--- src/rtl/r2c_pkg.sv ---
// r2c_pkg: shared widths, derived sizes and types for the redundant-to-canonical converter.
package r2c_pkg;
    localparam int NUM_ELEMENTS = 66;
    localparam int BIT_LEN      = 17;
    localparam int WORD_LEN     = 16;
    localparam int LANES        = 2;
    localparam int CARRY_LEN    = BIT_LEN - WORD_LEN + 1;
    localparam int NUM_BEATS    = NUM_ELEMENTS / LANES;
    typedef logic [BIT_LEN-1:0]   coef_t;
    typedef logic [WORD_LEN-1:0]  word_t;
    typedef logic [CARRY_LEN-1:0] carry_t;
    typedef enum logic {IDLE, EMIT} state_t;
endpackage

--- src/rtl/carry_resolve_lane.sv ---
// carry_resolve_lane: adds the incoming carry to one redundant coefficient and splits off the canonical word.
module carry_resolve_lane #(
    parameter int BIT_LEN   = r2c_pkg::BIT_LEN,
    parameter int WORD_LEN  = r2c_pkg::WORD_LEN,
    localparam int CARRY_LEN = BIT_LEN - WORD_LEN + 1
) (
    input  logic [BIT_LEN-1:0]   coef_i,
    input  logic [CARRY_LEN-1:0] carry_i,
    output logic [WORD_LEN-1:0]  word_o,
    output logic [CARRY_LEN-1:0] carry_o
);
    logic [BIT_LEN:0] s;
    assign s       = {1'b0, coef_i} + (BIT_LEN+1)'(carry_i);
    assign word_o  = s[WORD_LEN-1:0];
    assign carry_o = s[BIT_LEN:WORD_LEN];
endmodule

--- src/rtl/redundant_to_canonical.sv ---
// redundant_to_canonical: streams a redundant squarer result out as canonical words, LANES per beat.
// Optional out_zero frame flag enabled by defining R2C_ZERO_FLAG_EN.
module redundant_to_canonical import r2c_pkg::*; #(
    parameter int NUM_ELEMENTS = r2c_pkg::NUM_ELEMENTS,
    parameter int BIT_LEN      = r2c_pkg::BIT_LEN,
    parameter int WORD_LEN     = r2c_pkg::WORD_LEN,
    parameter int LANES        = r2c_pkg::LANES,
    localparam int CARRY_LEN   = BIT_LEN - WORD_LEN + 1,
    localparam int NUM_BEATS   = NUM_ELEMENTS / LANES
) (
    input  logic                      clk,
    input  logic                      reset,
    input  logic                      in_valid,
    output logic                      in_ready,
    input  logic [BIT_LEN-1:0]        in_coef [NUM_ELEMENTS],
    output logic                      out_valid,
    input  logic                      out_ready,
    output logic [WORD_LEN*LANES-1:0] out_word,
    output logic                      out_last,
    output logic [CARRY_LEN-1:0]      out_carry
`ifdef R2C_ZERO_FLAG_EN
    ,
    output logic                      out_zero
`endif
);
    localparam int BW = $clog2(NUM_BEATS + 1);
    localparam int IW = $clog2(NUM_ELEMENTS + LANES);
    state_t state_q, state_d;
    logic [BIT_LEN-1:0]        buf_q [NUM_ELEMENTS];
    logic [CARRY_LEN-1:0]      carry_q, out_carry_q;
    logic [BW-1:0]             beat_q, nb;
    logic [WORD_LEN*LANES-1:0] out_word_q, res_word;
    logic                      out_valid_q, out_last_q, hs, acc, last_d;
    logic [BIT_LEN-1:0]        src [LANES];
    logic [CARRY_LEN-1:0]      c [LANES+1];

    assign hs     = in_ready && in_valid;
    assign acc    = out_valid_q && out_ready;
    assign nb     = hs ? '0 : BW'(beat_q + 1'b1);
    assign last_d = nb == BW'(NUM_BEATS - 1);
    assign c[0]   = hs ? '0 : carry_q;

    // Beat 0 resolves straight from in_coef so it is ready one cycle after the handshake.
    for (genvar j = 0; j < LANES; j++) begin : g_lane
        logic [IW-1:0] idx;
        assign idx    = IW'(nb) * IW'(LANES) + IW'(j);
        assign src[j] = hs ? in_coef[j] : (idx < IW'(NUM_ELEMENTS) ? buf_q[idx] : '0);
        carry_resolve_lane #(.BIT_LEN(BIT_LEN), .WORD_LEN(WORD_LEN)) u_lane (
            .coef_i (src[j]),
            .carry_i(c[j]),
            .word_o (res_word[j*WORD_LEN +: WORD_LEN]),
            .carry_o(c[j+1])
        );
    end

    always_ff @(posedge clk)
        state_q <= reset ? IDLE : state_d;

    always_comb begin
        state_d = state_q;
        if (state_q == IDLE && hs) state_d = EMIT;
        if (state_q == EMIT && acc && out_last_q) state_d = IDLE;
    end

    always_comb in_ready = state_q == IDLE && !reset;

    always_ff @(posedge clk) begin
        if (reset) begin
            out_valid_q <= 1'b0;
            out_last_q  <= 1'b0;
            out_word_q  <= '0;
            out_carry_q <= '0;
            carry_q     <= '0;
            beat_q      <= '0;
        end else if (hs || (acc && !out_last_q)) begin
            if (hs) buf_q <= in_coef;
            out_valid_q <= 1'b1;
            out_word_q  <= res_word;
            out_last_q  <= last_d;
            out_carry_q <= last_d ? c[LANES] : '0;
            carry_q     <= c[LANES];
            beat_q      <= nb;
        end else if (acc) begin
            out_valid_q <= 1'b0;
            out_last_q  <= 1'b0;
            out_carry_q <= '0;
        end
    end

    assign out_valid = out_valid_q;
    assign out_word  = out_word_q;
    assign out_last  = out_last_q;
    assign out_carry = out_carry_q;

`ifdef R2C_ZERO_FLAG_EN
    logic nz_q;
    always_ff @(posedge clk)
        nz_q <= (reset || hs) ? 1'b0 : nz_q | (acc && (|out_word_q || |out_carry_q));
    assign out_zero = !(nz_q || |out_word_q || |out_carry_q);
`endif
endmodule

--- config.mk ---
export PLATFORM = sky130hd
export DESIGN_NAME = redundant_to_canonical
export DESIGN_NICKNAME = d
export VERILOG_FILES = /design/src/rtl/r2c_pkg.sv /design/src/rtl/carry_resolve_lane.sv /design/src/rtl/redundant_to_canonical.sv
export SDC_FILE = /design/constraint.sdc
export NUM_CORES = 1
export LEC_CHECK = 0
export BUFFER_PORTS_ARGS = -buffer_cell sky130_fd_sc_hd__buf_2
export CAP_MARGIN = 20
export CORE_AREA = 2 2 457 459
export DETAILED_ROUTE_END_ITERATION = 10
export DIE_AREA = 0 0 459 461
export GPL_ROUTABILITY_DRIVEN = 0
export PLACE_DENSITY = 0.47
export SLEW_MARGIN = 0
export SYNTH_ARGS = -nofsm -noshare
export SYNTH_HDL_FRONTEND = slang
export SYNTH_SLANG_ARGS = --single-unit
--- constraint.sdc ---
create_clock -name clk -period 70.9 [get_ports clk]
set_clock_uncertainty 0.2 [all_clocks]
set_input_delay 10.635 -clock clk [delete_from_list [all_inputs] [get_ports clk]]
set_output_delay 10.635 -clock clk [all_outputs]
set_load 0.005 [all_outputs]
# Word level (Yosys, flattened, before mapping)
# Index checks and enable logic that the tools add are counted.
# word_totals
out_inout_bits	37
wordCells	117
input_bits	1126
regBits	1167
# op_classes
order_cmp	4
addsub	4
bitwise	4
muxes	18
eq_ne	1
reduce_logical	13
# ops
operator	count
$bmux 17 s7	2
$mux 17	8
$add 17x2->18	2
$ge 8x8->1 const B	2
$not 7->8	2
$lt 7x7->1 const B	2
$mux 2	4
$add 7x1->7 const B	1
$logic_and 1x1->1	7
$add 6x1->6 const B	1
$eq 6x6->1 const B	1
$mux 6	1
$mux 1	3
$reduce_and 3->1	1
$logic_not 1->1	2
$not 1->1	2
$reduce_bool 2->1	1
$reduce_or 2->1	1
$logic_or 1x1->1	1

# Depth between registers and ports, before layout
# Gate-level depths: netlist of the first run.
# logic_depth
depth_word	14
mapped_depth	34
mapped_depth_nobuf	26

# Hierarchy
# From an unflattened synthesis of the first run, not the netlist that was laid out.
# hier_totals
cells_unflattened	3187
area_unflattened_um2	47425.5
# by_module_without_submodules
mod	n_inst	cells_per_inst	area_each_um2	seq_area_each_um2
redundant_to_canonical	1	3093	46752.3	34593.2
carry_resolve_lane	2	47	336.6	0.0

# Worst setup path after synthesis of the first run
# OpenSTA, ideal clock, no wires.
# synth_timing
path_kind	input port to flip-flop
start	input reset
end	register carry_q[0]
required_ps	70605
path_buffers	11
stages	26
setup_ps	95
arrival_time_ps	50274
path_slack_ps	20331
cell_sequence	or3b_1 -> buf_6 -> clkinv_4 -> buf_8 -> buf_8 -> buf_8 -> buf_8 -> buf_6 -> buf_2 -> buf_2 -> buf_1 -> buf_1 -> a21oi_1 -> fa_1 -> inv_1 -> o221ai_1 -> nor3_2 -> nand3_1 -> xnor2_1 -> ha_1 -> inv_1 -> fa_1 -> or4_1 -> buf_2 -> or4_1 -> o311ai_1
# synth_between
elab_chain_cells	12
elab_cells_between_ends	23
cone_classes	3 x add/sub; 2 x order compare; 12 x mux; 2 x bitwise; 4 x reduce/logical
# synth_lines
element	line_no	text
from (decl)	redundant_to_canonical.sv:12	input logic reset,
$logic_not 1->1	redundant_to_canonical.sv:65	always_comb in_ready = state_q == IDLE && !reset;
$logic_and 1x1->1	redundant_to_canonical.sv:65	
$logic_and 1x1->1	redundant_to_canonical.sv:37	assign hs = in_ready && in_valid;
$mux 6	redundant_to_canonical.sv:39	assign nb = hs ? '0 : BW'(beat_q + 1'b1);
$not 7->8 (not written as such) or $add 7x1->7 (tied branches)	redundant_to_canonical.sv:47, redundant_to_canonical.sv:46	
$bmux 17 s7 or $not 7->8 (tied branches)	redundant_to_canonical.sv:47	assign src[j] = hs ? in_coef[j] : (idx < IW'(NUM_ELEMENTS) ? buf_q[idx] : '0);
$mux 17 (not written as such) or $bmux 17 s7 (tied branches)	redundant_to_canonical.sv:47	
$mux 17 (not written as such)	redundant_to_canonical.sv:47	
$mux 17 (2 in series)	redundant_to_canonical.sv:47	
$add 17x2->18 or $mux 17 (tied branches)	carry_resolve_lane.sv:13, redundant_to_canonical.sv:47	
$add 17x2->18	carry_resolve_lane.sv:13	assign s = {1'b0, coef_i} + (BIT_LEN+1)'(carry_i);
to (signal assigned)	redundant_to_canonical.sv:81	carry_q <= c[LANES];
to (decl)	redundant_to_canonical.sv:30	logic [CARRY_LEN-1:0] carry_q, out_carry_q;
# Several ways; a longest one is shown, not always the timed one. The select of a mux whose other input is x is not followed.
# A chain may end at the register's enable or synchronous reset.

# Worst setup path in the final report of the first run
# layout_timing
start	input reset
end	output in_ready
# layout_between
elab_chain_cells	2
# layout_lines
element	line_no	text
$logic_not 1->1	redundant_to_canonical.sv:65	
$logic_and 1x1->1	redundant_to_canonical.sv:65	
to (decl)	redundant_to_canonical.sv:14	output logic in_ready,
# Every way passes these cells.

==> results of run 1 <==
-- state kept, by name, summed over array words and instances, names as in the netlist --
register	count
out_carry	2
state_q	1
out_word	32
beat_q	6
carry_q	2
out_valid	1
out_last	1
buf_q	1122
-- per-layer routing --
| layer | vias up | track usage (%) |
|---|---|---|
| met2 | 1545 | 34.7 |
| met5 | - | 0 |
| met1 | 16700 | 25.6 |
| met4 | 98 | 5.63 |
| li1 | 14400 | - |
| met3 | 469 | 5.95 |
-- kinds of logic after synthesis --
kind of cell	synth area share, %
AOI/OAI and AO/OA	11.2
and+or+nand+nor	5.90
buffers and inverters	3.11
xor gates and xnor gates	0.562
adders and majority gates	0.216
DFF	72.7
muxes	6.37
-- through the flow --
| step | area (sq um) | util, % | std cells |
|---|---|---|---|
| after floorplan | 47600 | - | 2938 |
| after global placement | 56400 | 27.3 | 6686 |
| after detailed placement | 56400 | 27.3 | 6688 |
| after CTS | 61100 | 29.6 | 6942 |
| after global routing | 61100 | 29.6 | 6960 |
| final | 61200 | 29.7 | 6998 |
-- cell type report --
class                   instances  area, sq um  area share, %
flip-flops and latches       1167        34600           56.5
multi-input cells            1526        11700           19.1
repair buffers               1259         6590           10.8
clock buffers                 167         3730           6.09
well taps                    2704         3380           5.53
clock inverters                87          920           1.50
inverters                      32          159          0.260
diodes                         56          140          0.229
-- power groups by stage --
stage               clock (mW)  combinational (mW)  sequential (mW)
floorplan                    0              0.0613            0.849
global placement             0               0.138            0.812
detailed placement           0               0.139            0.812
CTS                      0.759               0.140            0.798
global route             0.781               0.147            0.800
finish                   0.739               0.137            0.798
-- worst max path at each step --
stage,start,endpoint,slack (ps)
6_report,reset,in_ready,49110
3_3_place_gp,reset,in_ready,49090
5_1_grt,reset,in_ready,49080
2_1_floorplan,reset,carry_q[0],20330
3_5_place_dp,reset,in_ready,49110
4_1_cts,reset,in_ready,49110
-- worst min-delay path, cell delays in order (launching register included) --
cell and delay (ps):
dfxtp_1 300, nand2_1 50, a21oi_1 50
-- cell usage after synthesis, drive strengths merged (43+ instances only) --
master	count
a211oi	71
a21oi	119
a22o	52
buf	154
clkbuf	59
dfxtp	45
edfxtp	1122
mux2	61
mux2i	122
mux4	50
nand2	155
nand3	55
nor2	92
o211ai	43
o21ai	107
o221ai	70
==> metrics.txt, run 1 <==
Yosys top cell by area edfxtp_1; Max Fclk 0.0459 GHz; post-synth net total 4071; class of the worst hold path flop to flop; Detailed Route Iter0 Violations 2951; Nets 5262; synth warn 0; cell count of the worst hold path 2; CTS clk-pin slew, worst paths 60 ps; Slew @ Worst Pin 1370 ps; Ports 1163; sw frac 24.1%; P_sw 0.404 mW; R2R setup slack 61820 ps; CP dominant cell by count buf_2; combinational power share 8.2%; max incr delay on CP 120 ps; Post-CTS Setup Inserts 0; Final Power 1.67 mW; fraction of registers with async set/reset 0%; filler cell count 20800; Post-CTS Resized 0; CP top delay family buffers and inverters; clock sinks 1167; H-tree Lvls 4; CTS max path bufs 3; Clk network pwr share 44.2%; WL/cell 32.3 microns; GRT Residual Overflow 0; Top FF cell, synth edfxtp_1; critical path class input pin to output pin; Synth area leaders edfxtp_1, mux2i_1, mux4_2; DRT met1 WL 92700 microns; Worst Setup End Kind output pin; endpoints failing hold 0; row cnt 167; CP Data Required Time 60070 ps; P_leak 21.5 nW; routed wl met3 17300 microns; final setup fails 0; DR pass1 iterations 7; met2 routed WL 109000 microns; Worst Path Buf+Inv 2; internal power 1.27 mW; Seq/Total Area, Yosys 72.7%; CTS Root Cell clkbuf_16; Detail Route Antenna Nets 0; maximum fanout along the worst path 4; Starting Density 23.1%; hold slack 250 ps; I/O Buffers 1162; Slew headroom 8.58%; number of global-route vias before repair 33400; Die X 459 microns; Max-Cap Viols 0; Mapped Cells 2938; min Tclk post-route 21790 ps; drc violations 0; CP max stage cell buf_2; mean number of vias per cell 4.74; clock latency on the worst-skew pair 800 ps; Post-synth EDFFs 1122; share of cells above drive strength 1 39.1%; RSZ-0062 raised after global routing false; DP HPWL 170000 microns; period utilization 30.7%; Setup TNS 0 ps; worst r2r path cells 28; largest net degree at the start of global routing 157; Syn Area/Cell 16.2 sq um; worst vdd ir 0.0238 mV; Max Used Layer met5; reg2reg start state_q; CP arrival 10950 ps; fin worst setup slack 49110 ps; Worst Hold Path EP out_word[5]; cts bufs inserted 143; CTS tree done; Place WS 49110 ps; status completed; most frequent cells in the layout buf_2, edfxtp_1, nand2_1, clkbuf_16, mux2i_1; CTS hold repair buffers 0; initial antenna violation count 167; Worst Min Path Start out_word[5]; die height 461 microns; Worst Setup Start Kind input pin; Final Max Tran Viols 0; first-pass GRT wire length 295000 microns; Synth-to-Final Area Change 28.6%; area fraction of the dominant cell type after synthesis 70.8%; Reg power frac 47.7%; Crit path depth 3; reg-to-reg endpoint carry_q[0]; pwr/cell area 27.3 nW/um^2; cells along the critical path buf_2, nor2_1, buf_2; Vias 33200; most common cell after layout, fill and taps aside buf_2; final WL 226000 microns; Yosys cell types 96; Mapped Area 47600 sq um; die area 212000 sq um; GRT Total Usage 20.6%; Seq cells post-synth 1167; Core Area 206000 sq um
Power figures use the tool's default switching activity.
==> inputs of run 2 (changes only) <==
--- a/config.mk
+++ b/config.mk
@@ -11,7 +11,7 @@
 export DETAILED_ROUTE_END_ITERATION = 10
 export DIE_AREA = 0 0 459 461
 export GPL_ROUTABILITY_DRIVEN = 0
-export PLACE_DENSITY = 0.47
+export PLACE_DENSITY = 0.48
 export SLEW_MARGIN = 0
 export SYNTH_ARGS = -nofsm -noshare
 export SYNTH_HDL_FRONTEND = slang
==> constraint.sdc (replaced) <==
create_clock -name clk -period 19.3 [get_ports clk]
set_clock_uncertainty 0.2 [all_clocks]
set_input_delay 2.895 -clock clk [delete_from_list [all_inputs] [get_ports clk]]
set_output_delay 2.895 -clock clk [all_outputs]
set_load 0.005 [all_outputs]
==> run 2 against run 1 <==
Net effect:
- die area is the same
- sequential share of layout area shrank 0.19 points
- largest cell class unchanged
- highest routed layer unchanged
- first-iteration DRC count up 25%
- power increased to 3.7 times the previous value
- count of clock-buffer cells in the layout increased by 7
- sequential cell count did not move
- global-route usage grew 0.69 points
- sequential power grew to 3.7 times the previous value
- critical path depth rose by 25
- register-to-register slack got worse by 52000 ps
==> metrics.txt, run 2 (synthesis results as in run 1) <==
DP HPWL 177000 microns; GRT Residual Overflow 0; CTS tree done; final setup fails 0; max reg flops 1122; most frequent cells in the layout buf_2, edfxtp_1, nand2_1, clkbuf_16, mux2i_1; P_leak 21.5 nW; worst vdd ir 0.0855 mV; Post-CTS Resized 0; RSZ-0062 raised after global routing false; Biggest register buf_q; CTS Root Cell clkbuf_16; GRT Total Usage 21.3%; DP Cell Count 6676; clock latency on the worst-skew pair 800 ps; Final Max Tran Viols 0; CP top delay family simple AND/OR/NAND/NOR gates; most common cell after layout, fill and taps aside buf_2; Core Area 206000 sq um; Nets 5252; Max-Cap Viols 0; I/O Buffers 1162; CP max stage cell or4_1; Slew @ Worst Pin 1190 ps; CTS hold repair buffers 0; maximum fanout along the worst path 160; worst r2r path cells 20; Max Fclk 0.0909 GHz; Detailed Route Iter0 Violations 3699; cts bufs inserted 145; Place WS 7350 ps; cell count of the worst hold path 2; class of the worst hold path flop to flop; max incr delay on CP 730 ps; drc violations 0; Post-CTS Setup Inserts 0; mean number of vias per cell 4.80; status completed; row cnt 167; clock sinks 1167; final WL 234000 microns; Setup TNS 0 ps; DR pass1 iterations 5; number of global-route vias before repair 33500; pwr/cell area 102 nW/um^2; period utilization 57.0%; H-tree Lvls 4; Worst Setup End Kind flop; Starting Density 23.1%; Vias 33500; Worst Path Buf+Inv 8; first-pass GRT wire length 302000 microns; CTS max path bufs 3; endpoints failing hold 0; die area 212000 sq um; Ports 1163; share of cells above drive strength 1 38.9%; Crit path depth 28; final core utilization 29.8%; fin worst setup slack 8300 ps; Post-Layout Cell Count 6995; Worst Setup Start Kind input pin; CP arrival 11480 ps; critical path class input pin to flop; CP Data Required Time 19780 ps; Synth-to-Final Area Change 29.0%; CTS clk-pin slew, worst paths 60 ps; Detail Route Antenna Nets 0; largest net degree at the start of global routing 165; Final Power 6.26 mW; Slew headroom 19.6%; die height 461 microns; filler cell count 20900; WL/cell 33.4 microns; initial antenna violation count 230; min Tclk post-route 11000 ps; Die X 459 microns
## run 2: final timing paths
kind           startpoint  slack (ps)            to
max                 reset        8300    carry_q[0]
min          out_word[20]         260  out_word[20]
max reg2reg     beat_q[0]        9540    carry_q[0]
min reg2reg  out_word[20]         260  out_word[20]
## run 2: cell type report
| cell class | count | area (sq um) | share of cell area (%) |
|---|---|---|---|
| Clock inverter | 85 | 1060 | 1.73 |
| Timing Repair Buffer | 1247 | 6550 | 10.7 |
| Sequential cell | 1167 | 34600 | 56.3 |
| Tap cell | 2704 | 3380 | 5.51 |
| Antenna cell | 60 | 150 | 0.244 |
| Inverter | 32 | 154 | 0.251 |
| Clock buffer | 174 | 3800 | 6.19 |
| Multi-Input combinational cell | 1526 | 11700 | 19.1 |
## run 2: tightest hold or removal path, cell delays in order (launching register included)
cell and delay (ps):
dfxtp_1 300, nand2_1 50, a21oi_1 50
## run 2: power breakdown
part | internal (mW) | leakage [nW] | switching [mW]
Sequential | 2.90 | 10.8 | 0.0343
Clock | 1.65 | 2.34 | 1.17
Combinational | 0.189 | 8.44 | 0.321
Total | 4.73 | 21.5 | 1.53
## run 2: metrics by stage
stage / hold WS, ps / area (sq um)
after floorplan: 248 / 47600
after global placement: 242 / 56400
after detailed placement: 248 / 56400
after CTS: 256 / 61300
after global routing: 270 / 61300
final: 255 / 61400
## run 2: per-layer routing
layer / GRT usage (%) / wire [microns]
met3: 7.73 / 22300
met4: 5.56 / 6520
met2: 35.6 / 112000
met1: 25.8 / 91900
met5: 0 / 833
